### src/rtl/riscv_pkg.sv
// Shared RV32I encodings, PC steering codes and the per-stage record used by the hazard controller.
// Pure definitions; no logic and no timing of its own.
package riscv_pkg;

   localparam logic [6:0] OPC_LUI    = 7'b0110111;
   localparam logic [6:0] OPC_AUIPC  = 7'b0010111;
   localparam logic [6:0] OPC_JAL    = 7'b1101111;
   localparam logic [6:0] OPC_JALR   = 7'b1100111;
   localparam logic [6:0] OPC_BRANCH = 7'b1100011;
   localparam logic [6:0] OPC_LOAD   = 7'b0000011;
   localparam logic [6:0] OPC_STORE  = 7'b0100011;
   localparam logic [6:0] OPC_OPIMM  = 7'b0010011;
   localparam logic [6:0] OPC_OP     = 7'b0110011;
   localparam logic [6:0] OPC_SYSTEM = 7'b1110011;

   localparam logic [2:0] F3_BEQ  = 3'b000;
   localparam logic [2:0] F3_BNE  = 3'b001;
   localparam logic [2:0] F3_BLT  = 3'b100;
   localparam logic [2:0] F3_BGE  = 3'b101;
   localparam logic [2:0] F3_BLTU = 3'b110;
   localparam logic [2:0] F3_BGEU = 3'b111;

   localparam logic [31:0] NOP_INST = 32'h0000_0013;

   localparam logic [1:0] PC_PLUS4 = 2'b00;
   localparam logic [1:0] PC_ALU   = 2'b01;
   localparam logic [1:0] PC_HOLD  = 2'b10;

   typedef enum logic {ST_BOOT, ST_RUN} hz_state_t;

   typedef struct packed {
      logic       valid;
      logic [6:0] opcode;
      logic [2:0] funct3;
      logic [4:0] rd;
      logic [4:0] rs1;
      logic [4:0] rs2;
      logic       regwr;
      logic       uses_rs1;
      logic       uses_rs2;
      logic       is_branch;
      logic       is_jump;
   } stage_rec_t;

   // regwr already excludes rd==x0, so x0 can never produce a forward.
   function automatic logic fwd_hit(input stage_rec_t wb, input logic [4:0] r);
      return wb.valid & wb.regwr & (wb.rd == r);
   endfunction

endpackage

### src/rtl/hz_decode.sv
// Hazard-relevant decode of one instruction word: register fields and read/write/control class.
// Purely combinational.
module hz_decode
   import riscv_pkg::*;
(
   input  logic [31:0] i_inst,
   output logic [4:0]  o_rd,
   output logic [4:0]  o_rs1,
   output logic [4:0]  o_rs2,
   output logic        o_regwr,
   output logic        o_uses_rs1,
   output logic        o_uses_rs2,
   output logic        o_is_branch,
   output logic        o_is_jump
);

   logic [6:0] w_opc;
   logic [2:0] w_f3;

   assign w_opc = i_inst[6:0];
   assign w_f3  = i_inst[14:12];
   assign o_rd  = i_inst[11:7];
   assign o_rs1 = i_inst[19:15];
   assign o_rs2 = i_inst[24:20];

   always_comb begin
      o_regwr     = 1'b0;
      o_uses_rs1  = 1'b0;
      o_uses_rs2  = 1'b0;
      o_is_branch = 1'b0;
      o_is_jump   = 1'b0;
      case (w_opc)
         OPC_LUI, OPC_AUIPC: o_regwr = 1'b1;
         OPC_JAL: begin
            o_regwr   = 1'b1;
            o_is_jump = 1'b1;
         end
         OPC_JALR: begin
            o_regwr    = 1'b1;
            o_uses_rs1 = 1'b1;
            o_is_jump  = 1'b1;
         end
         OPC_BRANCH: begin
            o_uses_rs1  = 1'b1;
            o_uses_rs2  = 1'b1;
            o_is_branch = 1'b1;
         end
         OPC_LOAD, OPC_OPIMM: begin
            o_regwr    = 1'b1;
            o_uses_rs1 = 1'b1;
         end
         OPC_STORE: begin
            o_uses_rs1 = 1'b1;
            o_uses_rs2 = 1'b1;
         end
         OPC_OP: begin
            o_regwr    = 1'b1;
            o_uses_rs1 = 1'b1;
            o_uses_rs2 = 1'b1;
         end
         OPC_SYSTEM: o_uses_rs1 = (w_f3 == 3'b001);
         default: ;
      endcase
      if (o_rd == 5'd0) o_regwr = 1'b0;
   end

endmodule

### src/rtl/pipe_hazard_ctrl.sv
// Fetch steering, bubble injection and WB->IF/D/EX forwarding for the 3-stage pipeline, plus perf counters.
// Controls are combinational from the EX/WB records; stall_req freezes fetch unless a redirect overrides it.
module pipe_hazard_ctrl
   import riscv_pkg::*;
#(
   parameter logic [31:0] RESET_PC = 32'h4000_0000,
   parameter int          CNT_W    = 32
)(
   input  logic             clk,
   input  logic             rst,
   input  logic [31:0]      inst_id,
   input  logic             BrEq,
   input  logic             BrLt,
   input  logic             stall_req,
   input  logic             cnt_clr,
   output logic [1:0]       PCSel,
   output logic             InstSel,
   output logic             BrUn,
   output logic             FA_1,
   output logic             FB_1,
   output logic             FA_2,
   output logic             FB_2,
   output logic             ex_valid,
   output logic             wb_valid,
   output logic [CNT_W-1:0] cycle_cnt,
   output logic [CNT_W-1:0] instret_cnt
);

   hz_state_t        r_state;
   stage_rec_t       r_ex;
   stage_rec_t       r_wb;
   logic [CNT_W-1:0] r_cycle_cnt;
   logic [CNT_W-1:0] r_instret_cnt;

   stage_rec_t w_id;
   logic [4:0] w_rd, w_rs1, w_rs2;
   logic       w_regwr, w_uses_rs1, w_uses_rs2, w_is_branch, w_is_jump;
   logic       w_run;
   logic       w_take;
   logic       w_redirect;

   hz_decode u_dec (
      .i_inst      (inst_id),
      .o_rd        (w_rd),
      .o_rs1       (w_rs1),
      .o_rs2       (w_rs2),
      .o_regwr     (w_regwr),
      .o_uses_rs1  (w_uses_rs1),
      .o_uses_rs2  (w_uses_rs2),
      .o_is_branch (w_is_branch),
      .o_is_jump   (w_is_jump)
   );

   // Reset is folded in combinationally so controls are safe before the first reset edge.
   assign w_run    = rst & (r_state == ST_RUN);
   assign ex_valid = w_run & r_ex.valid;
   assign wb_valid = w_run & r_wb.valid;

   always_comb begin
      w_take = 1'b0;
      if (r_ex.is_jump) begin
         w_take = 1'b1;
      end else if (r_ex.is_branch) begin
         case (r_ex.funct3)
            F3_BEQ:           w_take = BrEq;
            F3_BNE:           w_take = ~BrEq;
            F3_BLT, F3_BLTU:  w_take = BrLt;
            F3_BGE, F3_BGEU:  w_take = ~BrLt;
            default:          w_take = 1'b0;
         endcase
      end
   end

   assign w_redirect = ex_valid & w_take;

   always_comb begin
      PCSel   = PC_PLUS4;
      InstSel = 1'b0;
      if (!w_run) begin
         PCSel   = PC_HOLD;
         InstSel = 1'b1;
      end else if (w_redirect) begin
         PCSel   = PC_ALU;
         InstSel = 1'b1;
      end else if (stall_req) begin
         PCSel   = PC_HOLD;
         InstSel = 1'b1;
      end
   end

   assign BrUn = ex_valid & r_ex.is_branch & ((r_ex.funct3 == F3_BLTU) | (r_ex.funct3 == F3_BGEU));

   assign FA_2 = ex_valid & r_ex.uses_rs1 & w_run & fwd_hit(r_wb, r_ex.rs1);
   assign FB_2 = ex_valid & r_ex.uses_rs2 & w_run & fwd_hit(r_wb, r_ex.rs2);
   assign FA_1 = w_uses_rs1 & w_run & fwd_hit(r_wb, w_rs1);
   assign FB_1 = w_uses_rs2 & w_run & fwd_hit(r_wb, w_rs2);

   always_comb begin
      w_id           = '0;
      w_id.valid     = ~InstSel;
      w_id.opcode    = inst_id[6:0];
      w_id.funct3    = inst_id[14:12];
      w_id.rd        = w_rd;
      w_id.rs1       = w_rs1;
      w_id.rs2       = w_rs2;
      w_id.regwr     = w_regwr;
      w_id.uses_rs1  = w_uses_rs1;
      w_id.uses_rs2  = w_uses_rs2;
      w_id.is_branch = w_is_branch;
      w_id.is_jump   = w_is_jump;
   end

   always_ff @(posedge clk) begin
      if (!rst) begin
         r_state       <= ST_BOOT;
         r_ex          <= '0;
         r_wb          <= '0;
         r_cycle_cnt   <= '0;
         r_instret_cnt <= '0;
      end else begin
         r_state <= ST_RUN;
         r_wb    <= r_ex;
         r_ex    <= w_id;
         if (cnt_clr) begin
            r_cycle_cnt   <= '0;
            r_instret_cnt <= '0;
         end else begin
            if (w_run)    r_cycle_cnt   <= r_cycle_cnt + 1'b1;
            if (wb_valid) r_instret_cnt <= r_instret_cnt + 1'b1;
         end
      end
   end

   assign cycle_cnt   = r_cycle_cnt;
   assign instret_cnt = r_instret_cnt;

   // The boot cycle fetches from the reset vector, which must be word aligned.
   always_ff @(posedge clk) begin
      if (rst && r_state == ST_BOOT) assert (RESET_PC[1:0] == 2'b00);
   end

endmodule

### config.mk
export PLATFORM = sky130hd
export DESIGN_NAME = pipe_hazard_ctrl
export DESIGN_NICKNAME = d
export VERILOG_FILES = /design/src/rtl/riscv_pkg.sv /design/src/rtl/hz_decode.sv /design/src/rtl/pipe_hazard_ctrl.sv
export SDC_FILE = /design/constraint.sdc
export NUM_CORES = 1
export LEC_CHECK = 0
export ABC_AREA = 1
export CAP_MARGIN = 40
export CORE_ASPECT_RATIO = 0.75
export CORE_MARGIN = 4
export CORE_UTILIZATION = 54
export CTS_CLUSTER_DIAMETER = 50
export DETAILED_ROUTE_END_ITERATION = 10
export GPL_ROUTABILITY_DRIVEN = 1
export HOLD_SLACK_MARGIN = 0.15
export PLACE_DENSITY = 0.88
export SLEW_MARGIN = 20
export SYNTH_ARGS = -nofsm -noshare
export SYNTH_HDL_FRONTEND = slang
export SYNTH_SLANG_ARGS = --single-unit
export TNS_END_PERCENT = 10
### constraint.sdc
create_clock -name clk -period 2.5 [get_ports clk]
set_clock_uncertainty 0.1 [all_clocks]
set_input_delay 0.75 -clock clk [delete_from_list [all_inputs] [get_ports clk]]
set_output_delay 0.75 -clock clk [all_outputs]
set_load 0.02 [all_outputs]
* After elaboration in Yosys (flattened, before gate mapping)
Index checks and enable logic that the tools add are counted.
** Storage, ports and cells
- Register bits :: 96
- Logic and storage cells :: 89
** Cells by class
- Reduce and logical (&&, ||, !) cells :: 10
- Equal/unequal tests :: 20
- Muxes and demuxes :: 15
- Add/subtract/negate cells :: 2
- Bitwise gates (word level) :: 26
** Operators by type and width (count)
- $add 32x1->32 const B :: 2
- $eq 7x7->1 const B :: 4
- $and 1x1->1 :: 21
- $eq 7x6->1 const B :: 3
- $eq 5x5->1 :: 4
- $eq 7x5->1 const B :: 2
- $eq 3x3->1 const B :: 4
- $mux 1 :: 10
- $reduce_or 2->1 :: 5
- $eq 7x2->1 const B :: 1
- $reduce_or 7->1 :: 1
- $eq 3x1->1 const B :: 2
- $mux 2 :: 3
- $reduce_or 6->1 :: 1
- $logic_not 5->1 :: 1
- $not 1->1 :: 4
- $pmux 1 s4 :: 1
- $logic_not 3->1 :: 1
- $reduce_or 3->1 :: 1
- $pmux 1 s2 :: 1
- $or 1x1->1 :: 1

* Longest topological paths before layout
Gate-level depths: netlist of run 1.
- Depth in word-level cells :: 9
- Depth in mapped cells :: 9

* Cells and area by module
From an unflattened synthesis of run 1, not the netlist that was laid out.
** Second synthesis, totals
- Cell total of the unflattened synthesis :: 728
- Area total of the unflattened synthesis :: 4908.5 sq um
** Modules (own cells, without submodules)
- pipe_hazard_ctrl :: area each 4588.2 sq um, cells an instance 671, instances 1, sequential area each 1921.8 sq um
- hz_decode :: area each 320.3 sq um, cells an instance 57, instances 1, sequential area each 0.0 sq um

* Worst setup path after synthesis of run 1
No wires, ideal clock.
- Path type :: input-to-output
- Start :: input port rst
- End :: output port FB_2
- Required time :: 1650 ps
- Setup slack :: -490 ps
- Arrival :: 2140 ps
- Stages :: 5
- Cells stage by stage :: buf_4 nand2_1 nor2_1 nand3_1 nor4_1
** Between the ends
- Cells in the longest elaborated chain, start to end :: 5
** RTL lines
- start: declaration :: line pipe_hazard_ctrl.sv:10 : input logic rst,
- $and 1x1->1 :: line pipe_hazard_ctrl.sv:55 : assign w_run = rst & (r_state == ST_RUN);
- $and 1x1->1 :: line pipe_hazard_ctrl.sv:56 : assign ex_valid = w_run & r_ex.valid;
- named net ex_valid :: line pipe_hazard_ctrl.sv:23 : output logic ex_valid,
- $and 1x1->1 (3 in series) :: line pipe_hazard_ctrl.sv:94 : assign FB_2 = ex_valid & r_ex.uses_rs2 & w_run & fwd_hit(r_wb, r_ex.rs2);
- end: declaration :: line pipe_hazard_ctrl.sv:22 : output logic FB_2,
The timed path passes the listed nets, and every way through them passes these cells.

* Final worst setup path of run 1
- Start :: input port rst
- End :: output port FA_2
** Between the ends
- Cells in the longest elaborated chain, start to end :: 5
** RTL lines
- $and 1x1->1 (*) :: line pipe_hazard_ctrl.sv:55
- $and 1x1->1 :: line pipe_hazard_ctrl.sv:56
- $and 1x1->1 :: line pipe_hazard_ctrl.sv:93 : assign FA_2 = ex_valid & r_ex.uses_rs1 & w_run & fwd_hit(r_wb, r_ex.rs1);
- $and 1x1->1 (*) (2 in series) :: line pipe_hazard_ctrl.sv:93
- end: declaration :: line pipe_hazard_ctrl.sv:21 : output logic FA_2,
Every way passes the cells marked *; elsewhere a longest branch is shown, timed or not.

==> impl_metrics.py, run 1 <==
metrics = {
    "global_routing": {
        "antenna_found_initial": 0,
        "grt_pass1_vias": 4993,
        "groute.usage.overall_pct": 28.7,
        "gr-total-overflow": 0,
        "grt_max_degree": 25,
        "grt_pass1_wl_um": 23600,
    },
    "power": {
        "ir_drop_v": 0.000474,
        "power.share.combinational_pct": 6.7,
        "power_mw": 3.32,
        "p_int_mw": 2.59,
        "p_leak_nw": 2.79,
        "clock_power_share_pct": 45.9,
        "p_per_area_mw_per_mm2": 495,
        "swShare_pct": 22.0,
        "seqPwrFrac_pct": 47.4,
        "p_sw_mw": 0.731,
    },
    "clock_network": {
        "cts_num_sinks": 96,
        "clk_pin_slew_worst_paths_ns": 0.06,
        "cts_root_buf": "clkbuf_16",
        "numCtsBuffers": 9,
        "clk_latency_ns": 0.35,
        "htreeDepth": 3,
        "clock_path_buffers": 2,
        "cts_tree": "built",
    },
    "final_layout": {
        "num-fill-cells": 577,
        "design_area_mm2": 0.00671,
        "final_util_pct": 78.3,
        "area_delta_synth_final_pct": 39.6,
        "drive_gt1_share_pct": 15.3,
        "layout.nets": 919,
        "insertedDiodeCount": 0,
    },
    "route": {
        "wirelength_um": 15100,
        "wl_per_cell_um": 15.2,
        "dr.pass1.iters": 5,
        "viasPerCell": 5.46,
        "postRouteAntennaNets": 0,
        "drcViolationCount": 0,
        "num_vias": 5412,
        "drtIter0Drc": 489,
    },
    "worst_setup_path": {
        "r2r_end": "cycle_cnt[18]",
        "crit_path_start": "rst",
        "end_kind": "primary output",
        "startpoint_type": "primary input",
        "r2r.worst_path.cells": 8,
        "required_ns": 1.65,
        "cp.arrival_ns": 1.66,
        "crit_end": "FA_2",
        "cp_max_fo": 5,
        "r2r_setup_slack_ns": 0.66,
        "r2r_start": "cycle_cnt[1]",
        "crit_type": "primary input to primary output",
    },
    "timing": {
        "layout_setup_ws_ns": -0.00899,
        "finalSetupViolations": 1,
        "worst_pin_slew_ns": 0.420,
        "slew_headroom_pct": 71.9,
        "period_minus_slack_ns": 2.51,
        "timing.setup.tns_ns": -0.00899,
        "rsz0062_at_grt": "true",
        "finalHoldViolations": 0,
        "slew_viol_final": 0,
        "timing.fmax_mhz": 399,
        "period_share_pct": 100,
    },
    "floorplanning": {
        "die-area_mm2": 0.0105,
        "die_x_um": 117,
        "ios": 112,
        "core_area_mm2": 0.00856,
        "die_h_um": 89.7,
        "row_count": 29,
        "start_util_pct": 56.1,
    },
    "synthesis": {
        "syn_area_per_cell_um2": 6.63,
        "synth_enable_flop_cells": 0,
        "synthesis.instances": 725,
        "syn_nets": 765,
        "yosys_warnings": 0,
        "synth_top_area_share_pct": 40.0,
        "yosysSeqAreaShare_pct": 40.0,
        "yosysTopAreaCell": "dfxtp_1",
        "yosysUniqueCellTypes": 35,
        "synth_seq_cells": 96,
        "yosys_most_used_dff": "dfxtp_1",
        "async_flop_share_pct": 0,
        "yosys-top-cells-area": "dfxtp_1 40%, nand2_1 14%, nor2_1 10%",
        "synth_area_mm2": 0.00480,
    },
    "run_status": {
        "status": "finished, violations left",
        "violations": "setup timing",
    },
    "min_path": {
        "hold_path_class": "flop to flop",
    },
    "job": {
        "drv_cap": 0,
    },
    "placed_design": {
        "dp_hpwl_um": 10400,
        "place_area_mm2": 0.00628,
        "dp_slack_ns": -0.872,
        "gp_congestion": 0.948,
        "portBuffers": 104,
    },
}
==> cell usage after synthesis (3+ instances only) <==
| cell type | count |
|---|---|
| nor2_4 | 6 |
| xor2_1 | 12 |
| nand2_1 | 176 |
| xnor2_1 | 15 |
| nand4_1 | 20 |
| o21ai_0 | 22 |
| nand3_1 | 52 |
| nor3_1 | 6 |
| inv_1 | 116 |
| a21oi_1 | 28 |
| nor2_1 | 133 |
| nor2_2 | 4 |
| nor3b_1 | 3 |
| dfxtp_1 | 96 |
| clkbuf_1 | 6 |
==> critical path, cell delays in order <==
cell	delay, ns
buf_4	0.11
nand2_4	0.06
nor2_4	0.22
o2111ai_2	0.16
nor2_1	0.18
buf_4	0.17
==> through the flow <==
stage | cells | hold slack [ns]
2_1_floorplan | 725 | 0.290
3_3_place_gp | 967 | 0.292
3_5_place_dp | 967 | 0.304
4_1_cts | 990 | 0.320
5_1_grt | 992 | 0.354
6_report | 992 | 0.326
==> layout by cell type, fill, tap and decap left out, types with 3 or more instances in the layout <==
master	n
buf_6	5
inv_2	3
inv_1	113
nand4_1	20
nand2_1	168
nand3_1	50
dlygate4sd2_1	7
o21ai_0	21
xor2_1	12
buf_4	55
nor3_1	5
nor2_4	10
nand2_2	7
dfxtp_1	94
buf_2	8
nor2_2	7
a21oi_1	27
clkbuf_16	9
xnor2_2	3
clkdlybuf4s50_1	71
xnor2_1	12
nand3_2	3
clkbuf_2	5
nor2_1	126
==> power groups by stage <==
stage | clock network, mW | logic, mW | registers, mW
after CTS | 1.53 | 0.207 | 1.57
after global routing | 1.58 | 0.240 | 1.58
after floorplan | 0 | 0.0998 | 1.60
after global placement | 0 | 0.199 | 1.60
final | 1.52 | 0.222 | 1.57
after detailed placement | 0 | 0.206 | 1.60
==> worst min path at each step <==
stage          startpoint       end  slack [ns]  depth (start not counted)
6_report         r_ex[18]  r_wb[18]        0.33                          2
5_1_grt          r_ex[18]  r_wb[18]        0.35                          2
4_1_cts          r_ex[19]  r_wb[19]        0.32                          2
3_5_place_dp     r_ex[19]  r_wb[19]        0.30                          2
3_3_place_gp     r_ex[16]  r_wb[16]        0.29                          2
2_1_floorplan    r_ex[15]  r_wb[15]        0.29                          2
==> flip-flops by register name, summed over array words and instances (netlist names) <==
signal	count
r_wb	7
r_state	1
instret_cnt	32
cycle_cnt	32
r_ex	24
==> kinds of logic after synthesis <==
family,synth area share [%]
fa+ha+maj,0.521
compound gates,7.11
xor+xnor,4.92
buf+inv,10.1
flops,40.0
simple gates,37.4
==> area by class of cell <==
type	count	area [µm²]	area share [%]
Clock buffer	11	253	3.77
Clock inverter	5	78.8	1.18
Inverter	116	435	6.49
Multi-Input combinational cell	502	2540	37.8
Sequential cell	96	1920	28.7
Tap cell	108	135	2.02
Timing Repair Buffer	154	1340	20.0
==> per-layer routing <==
metal,global-route usage [%],wire length (µm),up-vias
li1,-,-,2561
met1,36.2,6170,2492
met2,47.8,7050,308
met3,6.50,1390,51
met4,11.9,471,0
met5,0,0,-
==> what timing repair did <==
item | 4_1_cts | 5_1_grt
setup buffers | 7 | 2
resized for setup | 113 | 35
pin swaps | 21 | 23
endpoints found under the setup margin | 10 | 10
hold buffers | 0 | 0
No activity file was read; power rests on OpenSTA's default activity.
==> inputs of run 2 (changes only) <==
--- a/config.mk
+++ b/config.mk
@@ -14,6 +14,7 @@
 export DETAILED_ROUTE_END_ITERATION = 10
 export GPL_ROUTABILITY_DRIVEN = 1
 export HOLD_SLACK_MARGIN = 0.15
+export MAX_ROUTING_LAYER = met4
 export PLACE_DENSITY = 0.88
 export SLEW_MARGIN = 20
 export SYNTH_ARGS = -nofsm -noshare
==> run 2 against run 1 <==
Against the previous run: the flow still finishes with violations (setup timing); flip-flop and latch count stayed put; count of clock-buffer cells in the layout is 2 higher; combinational power is 18% higher; non-clock buffer count is 16 higher; register-to-register slack worse by 0.04 ns; critical endpoint is now FA_1; highest routed layer unchanged.
==> impl_metrics.py, run 2 (synthesis results as in run 1) <==
metrics = {
    "power": {
        "swShare_pct": 23.5,
        "power_mw": 3.13,
        "p_sw_mw": 0.736,
        "p_per_area_mw_per_mm2": 459,
        "power.share.combinational_pct": 8.4,
        "seqPwrFrac_pct": 50.2,
        "ir_drop_v": 0.000316,
        "clock_power_share_pct": 41.4,
        "p_leak_nw": 2.83,
        "p_int_mw": 2.40,
    },
    "worst_setup_path": {
        "cp.arrival_ns": 1.79,
        "startpoint_type": "primary input",
        "cp_max_fo": 2,
        "required_ns": 1.65,
        "cp_slowest_stage_delay_ns": 0.24,
        "end_kind": "primary output",
        "path_cells": "clkdlybuf4s15_1, nor3b_4, nand4_1, nand3_1, nand2_2, nor2_4, buf_6",
        "crit_type": "primary input to primary output",
        "slowest_stage": "clkdlybuf4s15_1",
    },
    "floorplanning": {
        "core_area_mm2": 0.00856,
        "row_count": 29,
        "die-area_mm2": 0.0105,
        "die_x_um": 117,
        "start_util_pct": 56.1,
        "ios": 112,
        "die_h_um": 89.7,
    },
    "timing": {
        "period_minus_slack_ns": 2.64,
        "layout_setup_ws_ns": -0.138,
        "timing.fmax_mhz": 379,
        "period_share_pct": 106,
        "slew_headroom_pct": 68.9,
        "worst_pin_slew_ns": 0.466,
        "finalSetupViolations": 6,
        "timing.setup.tns_ns": -0.511,
        "finalHoldViolations": 0,
        "rsz0062_at_grt": "true",
        "slew_viol_final": 0,
    },
    "final_layout": {
        "area_delta_synth_final_pct": 42.3,
        "seqCellArea_mm2": 0.00192,
        "final_util_pct": 79.8,
        "num-fill-cells": 566,
        "design_area_mm2": 0.00683,
        "drive_gt1_share_pct": 15.0,
        "layout.nets": 935,
        "insertedDiodeCount": 0,
        "layout_common_cells": "169 x nand2_1, 127 x nor2_1, 113 x inv_1, 96 x dfxtp_1, 71 x clkdlybuf4s50_1",
        "multiInputGateArea_mm2": 0.00255,
        "mostFrequentLayoutCell": "nand2_1",
    },
    "clock_network": {
        "hold_buffers": 0,
        "cts_num_sinks": 96,
        "htreeDepth": 3,
        "clock_path_buffers": 2,
        "cts_tree": "built",
        "clk_pin_slew_worst_paths_ns": 0.07,
        "numCtsBuffers": 9,
        "clk_latency_ns": 0.34,
        "cts_root_buf": "clkbuf_16",
    },
    "placed_design": {
        "dp_hpwl_um": 10200,
        "gp_congestion": 0.948,
        "place_area_mm2": 0.00625,
        "portBuffers": 104,
    },
    "route": {
        "postRouteAntennaNets": 0,
        "num_vias": 5569,
        "wl_per_cell_um": 16.5,
        "drcViolationCount": 0,
        "viasPerCell": 5.53,
        "drtIter0Drc": 559,
        "wirelength_um": 16600,
        "dr.pass1.iters": 7,
    },
    "global_routing": {
        "antenna_found_initial": 0,
        "grt_max_degree": 25,
        "groute.usage.overall_pct": 31.3,
        "grt_pass1_vias": 5243,
        "grt_pass1_wl_um": 24700,
        "gr-total-overflow": 0,
    },
    "run_status": {
        "status": "finished, violations left",
        "violations": "setup timing",
    },
    "job": {
        "drv_cap": 0,
    },
    "min_path": {
        "hold_path_class": "flop to flop",
    },
}
run 2: area by class of cell:
class,count,area share (%)
Multi-Input combinational cell,502,37.3
Sequential cell,96,28.1
Timing Repair Buffer,170,22.2
Inverter,116,6.37
Clock buffer,13,3.81
Tap cell,108,1.98
Clock inverter,2,0.220
run 2: layer usage:
layer | GRT usage (%) | share of wire [%] | vias to the layer above
met5 | - | 0 | -
met2 | 51.2 | 47 | 329
met3 | 6.43 | 8.5 | 55
li1 | - | - | 2602
met1 | 37.6 | 40 | 2583
met4 | 14.2 | 3.7 | 0
run 2: power by group through the flow:
stage	clock [mW]	combinational, mW	sequential, mW
after floorplan	0	0.0998	1.60
after global placement	0	0.198	1.60
after CTS	1.30	0.221	1.57
after global routing	1.37	0.279	1.57
final	1.30	0.263	1.57
after detailed placement	0	0.205	1.60
run 2: critical path, delay by kind of cell:
family,cells,cell delay (ns)
buffers and inverters,2,0.37
AND/OR/NAND/NOR,5,0.65
run 2: path summary, 6_finish.rpt:
kind              cells after the start  slack [ns]        start            end
setup / recovery                      7       -0.14  inst_id[13]           FA_1
hold / removal                        2        0.32      r_ex[4]        r_wb[4]
hold reg to reg                       2        0.32      r_ex[4]        r_wb[4]
setup reg to reg                      9        0.62      r_state  cycle_cnt[18]
run 2: what timing repair did:
item                                   in CTS  in global routing
setup buffers                              26                  3
endpoints found under the hold margin       0                  0
pin swaps                                  17                 15
gates resized for setup                   106                 34
setup endpoints to repair                  10                 10
run 2: per-stage QoR:
| stage | std cells | hold slack (ns) | setup WS (ns) |
|---|---|---|---|
| CTS | 1005 | 0.312 | -0.0428 |
| detailed placement | 964 | 0.297 | -0.893 |
| finish | 1007 | 0.321 | -0.138 |
| floorplan | 725 | 0.290 | 0.0181 |
| global placement | 964 | 0.293 | -0.823 |
| global route | 1007 | 0.344 | -0.175 |
